File: config.mk
export PLATFORM = sky130hd
export DESIGN_NAME = fetch_sequencer
export DESIGN_NICKNAME = d
export VERILOG_FILES = /design/src/rtl/spu_fetch_pkg.sv /design/src/rtl/fetch_pair_fifo.sv /design/src/rtl/fetch_sequencer.sv
export SDC_FILE = /design/constraint.sdc
export NUM_CORES = 1
export LEC_CHECK = 0
export CAP_MARGIN = 20
export CORE_MARGIN = 10
export CORE_UTILIZATION = 30
export DETAILED_ROUTE_END_ITERATION = 10
export GPL_TIMING_DRIVEN = 0
export PLACE_DENSITY = 0.55
export SYNTH_ARGS = -nofsm -noshare
export SYNTH_HDL_FRONTEND = slang
export SYNTH_SLANG_ARGS = --single-unit
File: constraint.sdc
create_clock -name clk -period 10.38 [get_ports clk]
set_clock_uncertainty 0.2 [all_clocks]
set_input_delay 2.595 -clock clk [delete_from_list [all_inputs] [get_ports clk]]
set_output_delay 2.595 -clock clk [all_outputs]
set_load 0.05 [all_outputs]
File: src/rtl/spu_fetch_pkg.sv
// rtl/spu_fetch_pkg.sv - shared types and defaults for the dual-issue fetch sequencer
package spu_fetch_pkg;

  localparam int          PC_LIMIT_DEFAULT = 2000;
  localparam logic [10:0] HALT_OP_DEFAULT  = 11'h000;

  typedef enum logic {
    RUN  = 1'b0,
    HALT = 1'b1
  } seq_state_t;

  // pc is carried at full 32 bits so the struct does not depend on ADDR_W
  typedef struct packed {
    logic [31:0] pc;
    logic [31:0] instr1;
    logic [31:0] instr2;
    logic [1:0]  slot_v;
  } fetch_pair_t;

  function automatic logic is_halt(input logic [31:0] instr, input logic [10:0] op);
    return instr[31:21] == op;
  endfunction

endpackage

File: src/rtl/fetch_pair_fifo.sv
// rtl/fetch_pair_fifo.sv - small FIFO of fetched instruction pairs toward decode
module fetch_pair_fifo
  import spu_fetch_pkg::*;
#(
  parameter int DEPTH = 2
) (
  input  logic        clk,
  input  logic        reset,
  input  logic        push,
  input  logic        pop,
  input  logic        flush,
  input  fetch_pair_t din,
  output logic        full,
  output logic        empty,
  output fetch_pair_t head
);

  localparam int PW = $clog2(DEPTH);

  fetch_pair_t   mem [DEPTH];
  logic [PW:0]   wr_ptr;
  logic [PW:0]   rd_ptr;

  // extra pointer bit distinguishes full from empty when the indices match
  assign empty = (wr_ptr == rd_ptr);
  assign full  = (wr_ptr[PW] != rd_ptr[PW]) && (wr_ptr[PW-1:0] == rd_ptr[PW-1:0]);
  assign head  = mem[rd_ptr[PW-1:0]];

  // pointer update; flush empties the queue in one cycle
  always_ff @(posedge clk or negedge reset) begin
    if (!reset) begin
      wr_ptr <= '0;
      rd_ptr <= '0;
    end else if (flush) begin
      wr_ptr <= '0;
      rd_ptr <= '0;
    end else begin
      if (push && !full)
        wr_ptr <= wr_ptr + (PW+1)'(1);
      if (pop && !empty)
        rd_ptr <= rd_ptr + (PW+1)'(1);
    end
  end

  // storage write; contents are only observed while the entry is valid
  always_ff @(posedge clk) begin
    if (push && !full && !flush)
      mem[wr_ptr[PW-1:0]] <= din;
  end

endmodule

File: src/rtl/fetch_sequencer.sv
// rtl/fetch_sequencer.sv - PC control, pair capture, redirect/halt handling; FETCH_PERF_CNT_EN adds perf counters
module fetch_sequencer
  import spu_fetch_pkg::*;
#(
  parameter int          ADDR_W   = 12,
  parameter int          DEPTH    = 2,
  parameter int          RESET_PC = 0,
  parameter int          PC_LIMIT = PC_LIMIT_DEFAULT,
  parameter logic [10:0] HALT_OP  = HALT_OP_DEFAULT
) (
  input  logic              clk,
  input  logic              reset,
  output logic [ADDR_W-1:0] fetch_pc,
  output logic              fetch_en,
  input  logic [31:0]       instr1_i,
  input  logic [31:0]       instr2_i,
  input  logic              br_valid,
  input  logic [ADDR_W-1:0] br_target,
  output logic              out_valid,
  input  logic              out_ready,
  output logic [ADDR_W-1:0] out_pc,
  output logic [31:0]       out_instr1,
  output logic [31:0]       out_instr2,
  output logic [1:0]        out_slot_v,
  output logic              halted
`ifdef FETCH_PERF_CNT_EN
  ,
  output logic [31:0]       pairs_fetched,
  output logic [31:0]       stall_cycles
`endif
);

  localparam logic [ADDR_W:0] LIMIT = (ADDR_W+1)'(PC_LIMIT);

  seq_state_t        state_q, state_d;
  logic [ADDR_W-1:0] pc_q, pc_d;
  logic              misalign_q, misalign_d;
  logic              full, empty, pop;
  logic [1:0]        slot_v;
  logic              halt_hit;
  logic [ADDR_W:0]   pc_plus8;
  fetch_pair_t       enq_pair, head;
  logic              unused_bits;

  assign fetch_pc = pc_q;
  // held low during reset so nothing downstream sees a phantom fetch
  assign fetch_en = reset && (state_q == RUN) && !full && !br_valid;
  assign pop      = out_valid && out_ready && !br_valid;
  assign halted   = (state_q == HALT);

  assign out_valid  = !empty;
  assign out_pc     = empty ? '0    : head.pc[ADDR_W-1:0];
  assign out_instr1 = empty ? '0    : head.instr1;
  assign out_instr2 = empty ? '0    : head.instr2;
  assign out_slot_v = empty ? 2'b00 : head.slot_v;

  assign unused_bits = ^{br_target[1:0], head.pc};

  // next state, next PC, slot masking and halt detection
  always_comb begin
    state_d    = state_q;
    pc_d       = pc_q;
    misalign_d = misalign_q;
    halt_hit   = 1'b0;
    slot_v     = misalign_q ? 2'b10 : 2'b11;
    pc_plus8   = {1'b0, pc_q} + (ADDR_W+1)'(8);
    if (slot_v[0] && is_halt(instr1_i, HALT_OP)) begin
      halt_hit = 1'b1;
      slot_v   = 2'b01;
    end else if (slot_v[1] && is_halt(instr2_i, HALT_OP)) begin
      halt_hit = 1'b1;
    end
    enq_pair = '{pc: 32'(pc_q), instr1: instr1_i, instr2: instr2_i, slot_v: slot_v};
    if (br_valid) begin
      state_d = RUN;
      if ({1'b0, br_target} >= LIMIT) begin
        pc_d       = '0;
        misalign_d = 1'b0;
      end else begin
        pc_d       = {br_target[ADDR_W-1:3], 3'b000};
        misalign_d = br_target[2];
      end
    end else if (fetch_en) begin
      pc_d       = (pc_plus8 >= LIMIT) ? '0 : pc_plus8[ADDR_W-1:0];
      misalign_d = 1'b0;
      if (halt_hit)
        state_d = HALT;
    end
  end

  // sequencer state, PC and misaligned-redirect flag
  always_ff @(posedge clk or negedge reset) begin
    if (!reset) begin
      state_q    <= RUN;
      pc_q       <= ADDR_W'(RESET_PC);
      misalign_q <= 1'b0;
    end else begin
      state_q    <= state_d;
      pc_q       <= pc_d;
      misalign_q <= misalign_d;
    end
  end

  fetch_pair_fifo #(.DEPTH(DEPTH)) u_fifo (
    .clk   (clk),
    .reset (reset),
    .push  (fetch_en),
    .pop   (pop),
    .flush (br_valid),
    .din   (enq_pair),
    .full  (full),
    .empty (empty),
    .head  (head)
  );

`ifdef FETCH_PERF_CNT_EN
  // saturating counters of fetched pairs and stalled RUN cycles
  always_ff @(posedge clk or negedge reset) begin
    if (!reset) begin
      pairs_fetched <= '0;
      stall_cycles  <= '0;
    end else begin
      if (fetch_en && pairs_fetched != '1)
        pairs_fetched <= pairs_fetched + 32'd1;
      if (state_q == RUN && !fetch_en && !br_valid && stall_cycles != '1)
        stall_cycles <= stall_cycles + 32'd1;
    end
  end
`endif

endmodule

## Word-level counts from Yosys, hierarchy flattened

Memory sizes are Yosys's and may differ from the RTL's.
Cells that the tools add are included.
Widths: inputs -> output; s select.

| storage, ports and cells | value |
|---|---|
| register bits after elaboration | 18 |
| bits in latches | 0 |
| bits in writable memories | 156 |
| bits in read-only memories | 0 |
| bits of input ports | 80 |
| output and inout bits | 93 |
| word-level logic and storage cells | 60 |
| memories kept | 1 |

| cells by class | value |
|---|---|
| add/subtract/negate cells | 3 |
| $mul | 0 |
| div/mod/pow operators | 0 |
| $lt $le $gt $ge | 2 |
| eq/ne operators | 3 |
| shift-type cells | 0 |
| multiplexer cells | 24 |
| bitwise gates (word level) | 1 |
| reductions and logical operators | 21 |

Memory list:

| memory | depth | width | read ports | clocked after memory_dff | wr ports | line | text |
|---|---|---|---|---|---|---|---|
| u_fifo.mem | 2 | 78 | 1 | 0 | 1 | fetch_pair_fifo.sv:20 | `fetch_pair_t mem [DEPTH];` |

Operator list:

| operator | count |
|---|---|
| $mux 32 | 2 |
| $mux 12 | 5 |
| $logic_not 11->1 | 2 |
| $add 12x4->13 const B | 1 |
| $ge 13x11->1 const B | 1 |
| $ge 12x11->1 const B | 1 |
| $mux 2 | 6 |
| $mux 1 | 11 |
| $logic_and 1x1->1 | 10 |
| $reduce_bool 2->1 | 4 |
| $add 2x1->2 const B | 2 |
| $logic_not 1->1 | 3 |
| $eq 2x2->1 | 1 |
| $reduce_and 2->1 | 1 |
| $eq 1x1->1 | 1 |
| $logic_and 1x1->1 const A | 1 |
| $ne 1x1->1 | 1 |
| $not 1->1 | 1 |

## Depth between registers and ports, before layout

| depth | value |
|---|---|
| depth after elaboration | 9 |
| gate-level depth with buffers | 8 |
| gate-level depth less buffers | 7 |

## Modules after synthesis

Synthesis repeated with hierarchy kept, for this count alone.

| unflattened totals | value |
|---|---|
| cells, all modules | 503 |
| area, all modules | 8590.7 µm² |

By module, submodules not included:

| module | times used | cells each | area an instance (µm²) | sequential area each (µm²) |
|---|---|---|---|---|
| fetch_pair_fifo | 1 | 336 | 7347.0 | 5985.7 |
| fetch_sequencer | 1 | 167 | 1243.7 | 275.3 |

## Worst setup path after synthesis

Ideal clock, no wire load.

| path | value |
|---|---|
| kind | input -> register |
| start point | input br_valid |
| end point | memory u_fifo.mem[0][0] (netlist name) (enable) |
| setup time | 0.692 ns |
| data arrival time | 9.968 ns |
| required time | 9.488 ns |
| path slack | -0.480 ns |
| cell stages on the path | 2 |
| buffers on the path | 1 |
| cell sequence | clkbuf_1 nor4_1 |

| between the ends | value |
|---|---|
| word-level cells in the longest chain between the ends | 6 |

Ends and longest elaborated chain:

| what | line | text |
|---|---|---|
| start, declared | fetch_sequencer.sv:17 | `input logic br_valid,` |
| $logic_not 1->1 * | fetch_pair_fifo.sv:47, fetch_sequencer.sv:47 |  |
| $logic_and 1x1->1 | fetch_sequencer.sv:47 | `assign fetch_en = reset && (state_q == RUN) && !full && !br_valid;` |
| $logic_and 1x1->1 | fetch_pair_fifo.sv:47 | `if (push && !full && !flush)` |
| $logic_and 1x1->1 * | fetch_pair_fifo.sv:47 |  |
| $mux 1 * | fetch_pair_fifo.sv:47 |  |
| $mux 1 (not written as such) * | fetch_pair_fifo.sv:48 | `mem[wr_ptr[PW-1:0]] <= din;` |
| end, declared | fetch_pair_fifo.sv:20 |  |

Every way passes the cells marked *; elsewhere a longest branch is shown, timed or not.

## Final worst setup path

| path | value |
|---|---|
| start point | input reset |
| end point | output fetch_en |

| between the ends | value |
|---|---|
| word-level cells in the longest chain between the ends | 3 |

Ends and longest elaborated chain:

| what | line | text |
|---|---|---|
| start, declared | fetch_sequencer.sv:12 | `input logic reset,` |
| $logic_and 1x1->1 (3 in a row) | fetch_sequencer.sv:47 |  |
| end, declared | fetch_sequencer.sv:14 | `output logic fetch_en,` |

Every way passes these cells.

==> results.md <==
Floorplanning:
- Row generation in the floorplan step produced 54 rows.
- The die covers 28,600 µm².
- The floorplan step set the die width to 169 µm.
- The core region is 21,800 µm².
- The number of primary I/O pins is 173.
- The initial standard-cell utilization of the core is 0.306.
- The die is 169 µm tall.

Global route:
- The first global-routing pass estimated 25,400 µm of wire.
- Across every metal layer, demand over resource in global routing totals 0.113.
- The via count of the first global-routing pass came to 4,588.
- Entering global routing, the biggest net connects 41 pins.
- The total global routing overflow is 0.
- The number of antenna violations at the first check in global routing came to 0.

Run:
- The tool flagged a number of max-cap violations equal to 0.

Detailed routing:
- Wires add up to 16,300 µm.
- For this block, the via count after detailed routing is 4,212.
- The detailed router finished its first iteration with 157 violations.
- The via-per-instance ratio is approximately 4.5.
- The remaining antenna violation count after routing is 0.
- For this run, design rule violations remaining after detail routing come to 0.
- Before antenna repair, the detailed router went through 4 iterations.
- After detailed routing, the average wire length per cell comes to around 17 µm.

Worst setup path:
- The critical path goes through clkdlybuf4s50_1, o21ai_0, nor3_1, clkbuf_1, clkdlybuf4s50_1.
- The kind of cell with the highest combined delay along the critical path is buffers and inverters.
- The required time at the worst-slack endpoint is roughly 7.6 ns.
- The slowest cell on the critical path is sky130_fd_sc_hd__clkdlybuf4s50_1.
- The critical path startpoint category is an input pin.
- The critical path contains buffers and inverters numbering 3 combined.
- The largest fanout on the critical path is 17.
- In this design, the critical path's most frequently occurring cell is sky130_fd_sc_hd__clkdlybuf4s50_1.
- STA classifies the critical path endpoint as an output pin.
- Data arrives at the worst endpoint at 5.65 ns.
- The classification of the worst setup path is in -> out.
- The largest stage delay on the critical path is around 0.97 ns.

Layout:
- The antenna cell count is 0.
- The filler cells instantiated in the layout total 2,004.
- Of the cells placed in the final design, the portion with a size suffix greater than 1 is 0.0855.
- The area used by sequential logic in the layout is slightly below 5000 µm².
- In the final design database the tool counted 723 nets.
- The area occupied by multi-input gates is 1650 µm².
- The area growth from synthesis to layout is 40.3%.
- The number of non-filler instances in the completed layout is 935.

Timing:
- The worst-case headroom to the max-slew limit is 0.324.
- The total count of max-transition violations in the final report came to 0.
- The maximum operating frequency is 0.118 GHz.
- Setup violations remaining at the end of the flow were counted as 0.
- Setup slack closes at 1.93 ns.
- Of the available clock period, the critical path in the final layout requires 0.814.
- The slew at the pin closest to its max-slew limit is about 1.0 ns.
- Setup repair after global routing left no endpoint under its margin.
- The number of hold violations in the final report was 0.
- The final critical-path required period is 8.45 ns.

Place:
- The total placed cells including tap cells is between 900 and 1k.
- The routability congestion estimate from global placement is 0.832.
- The worst slack after detailed placement is 1.95 ns.
- The count of buffers added on input and output ports is 163.
- Once detailed placement completed, the half-perimeter wirelength came to 11,800 µm.

Clock tree:
- The number of hold-repair buffers added at the cts stage is 0.
- After clock tree synthesis, the repair step resized 0 gates.
- The CTS H-tree depth is 4.
- After clock tree synthesis, the clock-pin slew on the worst setup and hold paths is 0.07 ns.
- The number of clock buffers inserted by TritonCTS is 17.
- The buffer levels on the longest clock path is 2.
- The number of setup buffers added after CTS is 0.
- The TritonCTS clock tree is done.
- The clock root buffer master is sky130_fd_sc_hd__clkbuf_16.
- The clock insertion delay at the later pin of the skew report is 0.42 ns.
- Counting every sink on the clock net gives 165.

Synthesis:
- After technology mapping, the gate count stands at 447.
- The flop and latch count out of synthesis is 165.
- For this run, the register share of the synthesized area comes to 0.732.
- The Yosys step of the flow raised 0 warnings.
- Summing every instance area after synthesis gives 6670 µm².
- After synthesis, the share of flip-flops with an asynchronous set or reset is 0.0909.
- For this run, the leading register cell type out of synthesis is sky130_fd_sc_hd__edfxtp_1.
- Averaged over all synthesized cells, the footprint is about 15 µm².
- Synthesis instantiated 37 different standard cells from the library.
- Counting flops with a built-in enable in the synthesized netlist gives 150.

Pwr:
- In this run the power density over the cells is 310 nW/µm².
- The maximum VDD drop is 156 µV.
- The leakage power figure is 3.14 nW.

Worst hold path:
- The worst hold path class is reg -> reg.

Run status:
- The run finished with clean final reports.
[synthesized netlist by cell type (all sizes together), types with 2 or more instances]
| library cell | number | share of area |
|---|---|---|
| nor4 | 6 | 0.0056 |
| edfxtp | 150 | 0.68 |
| nand4 | 4 | 0.0038 |
| dfrtp | 15 | 0.056 |
| o211ai | 4 | 0.0045 |
| nor3b | 2 | 0.0023 |
| mux2i | 75 | 0.11 |
| xor2 | 6 | 0.0079 |
| and2 | 2 | 0.0019 |
| nand3 | 9 | 0.0075 |
| o21ai | 7 | 0.0053 |
| clkbuf | 10 | 0.0056 |
| nor3 | 3 | 0.0023 |
| nor2 | 91 | 0.052 |
| nand2 | 13 | 0.0073 |
| a41oi | 3 | 0.0039 |
| inv | 8 | 0.0045 |
| xnor2 | 5 | 0.0066 |
| buf | 18 | 0.016 |
| a22oi | 4 | 0.0045 |
[report_power, final]
part | total (mW) | switching, mW | internal, mW
Clock | 0.602 | 0.266 | 0.336
Combinational | 1.48 | 1.01 | 0.471
Sequential | 0.815 | 0.0236 | 0.791
[per-layer routing]
| metal | global-route usage | wire length [µm] | vias up |
|---|---|---|---|
| met5 | 0 | 0 | - |
| met4 | 0.0394 | 212 | 0 |
| met3 | 0.0375 | 1020 | 14 |
| met2 | 0.197 | 8330 | 109 |
| met1 | 0.127 | 6790 | 2059 |
| li1 | - | - | 2030 |
[layout make-up]
cell class | instances | area share
sequential | 165 | 0.522
timing repair buffer | 171 | 0.185
multi-input combinational | 251 | 0.176
clock buffer | 18 | 0.0459
tap | 280 | 0.0375
buffer | 28 | 0.0155
clock inverter | 14 | 0.0148
inverter | 8 | 0.00321
[flip-flops by register name, indices dropped and copies added, names as in the netlist]
register	flops
u_fifo.wr_ptr	2
halted	1
u_fifo.mem	150
fetch_pc	9
u_fifo.rd_ptr	2
misalign_q	1
[cells in the final DEF (no fill, tap or decap), drive strengths merged, types with 2 or more instances in the layout]
cell,count
nor3b,2
and2,2
a22oi,4
clkdlybuf4s50,163
nor2,91
nor3,3
conb,6
clkbuf,28
nand3,9
nor4,6
o21ai,7
clkinv,3
o211ai,4
inv,14
dfrtp,15
buf,26
nand4,4
xor2,6
edfxtp,150
clkinvlp,4
xnor2,5
mux2i,75
a41oi,3
nand2,13
[through the flow]
stage          power, mW  TNS, ns   util  hold slack [ns]  cell area, µm²
2_1_floorplan       1.82        0      -            0.296            6690
3_3_place_gp        2.33   -97.06  0.397            0.312            8670
3_5_place_dp        2.34        0  0.402            0.331            8780
4_1_cts             2.95        0  0.428            0.350            9350
5_1_grt             3.04        0  0.429            0.368            9350
6_report            2.90        0  0.429            0.340            9350
[kinds of logic (layout without fill, tap and decap cells)]
logic type	after synthesis	after routing	share of synthesized area
compound gates	26	26	0.0280
xor+xnor	11	11	0.0144
fa+ha+maj	1	1	0.00188
buf+inv	36	239	0.0263
flops	165	165	0.732
mux	75	75	0.113
other cells	1	6	0.000562
simple gates	132	132	0.0844
[worst paths after layout]
kind | from | endpoint | slack, ns | cells after the start
worst max register to register | u_fifo.rd_ptr[0] | u_fifo.mem[1][62] | 7.22 | 7
worst max-delay path | reset | fetch_en | 1.93 | 5
min in group asynchronous | reset | fetch_pc[6] | 2.42 | 1
worst min register to register | fetch_pc[6] | u_fifo.mem[1][72] | 0.34 | 0
worst min-delay path | fetch_pc[6] | u_fifo.mem[1][72] | 0.34 | 0
max in group asynchronous | reset | halted | 7.06 | 1
Power figures use the tool's default switching activity.
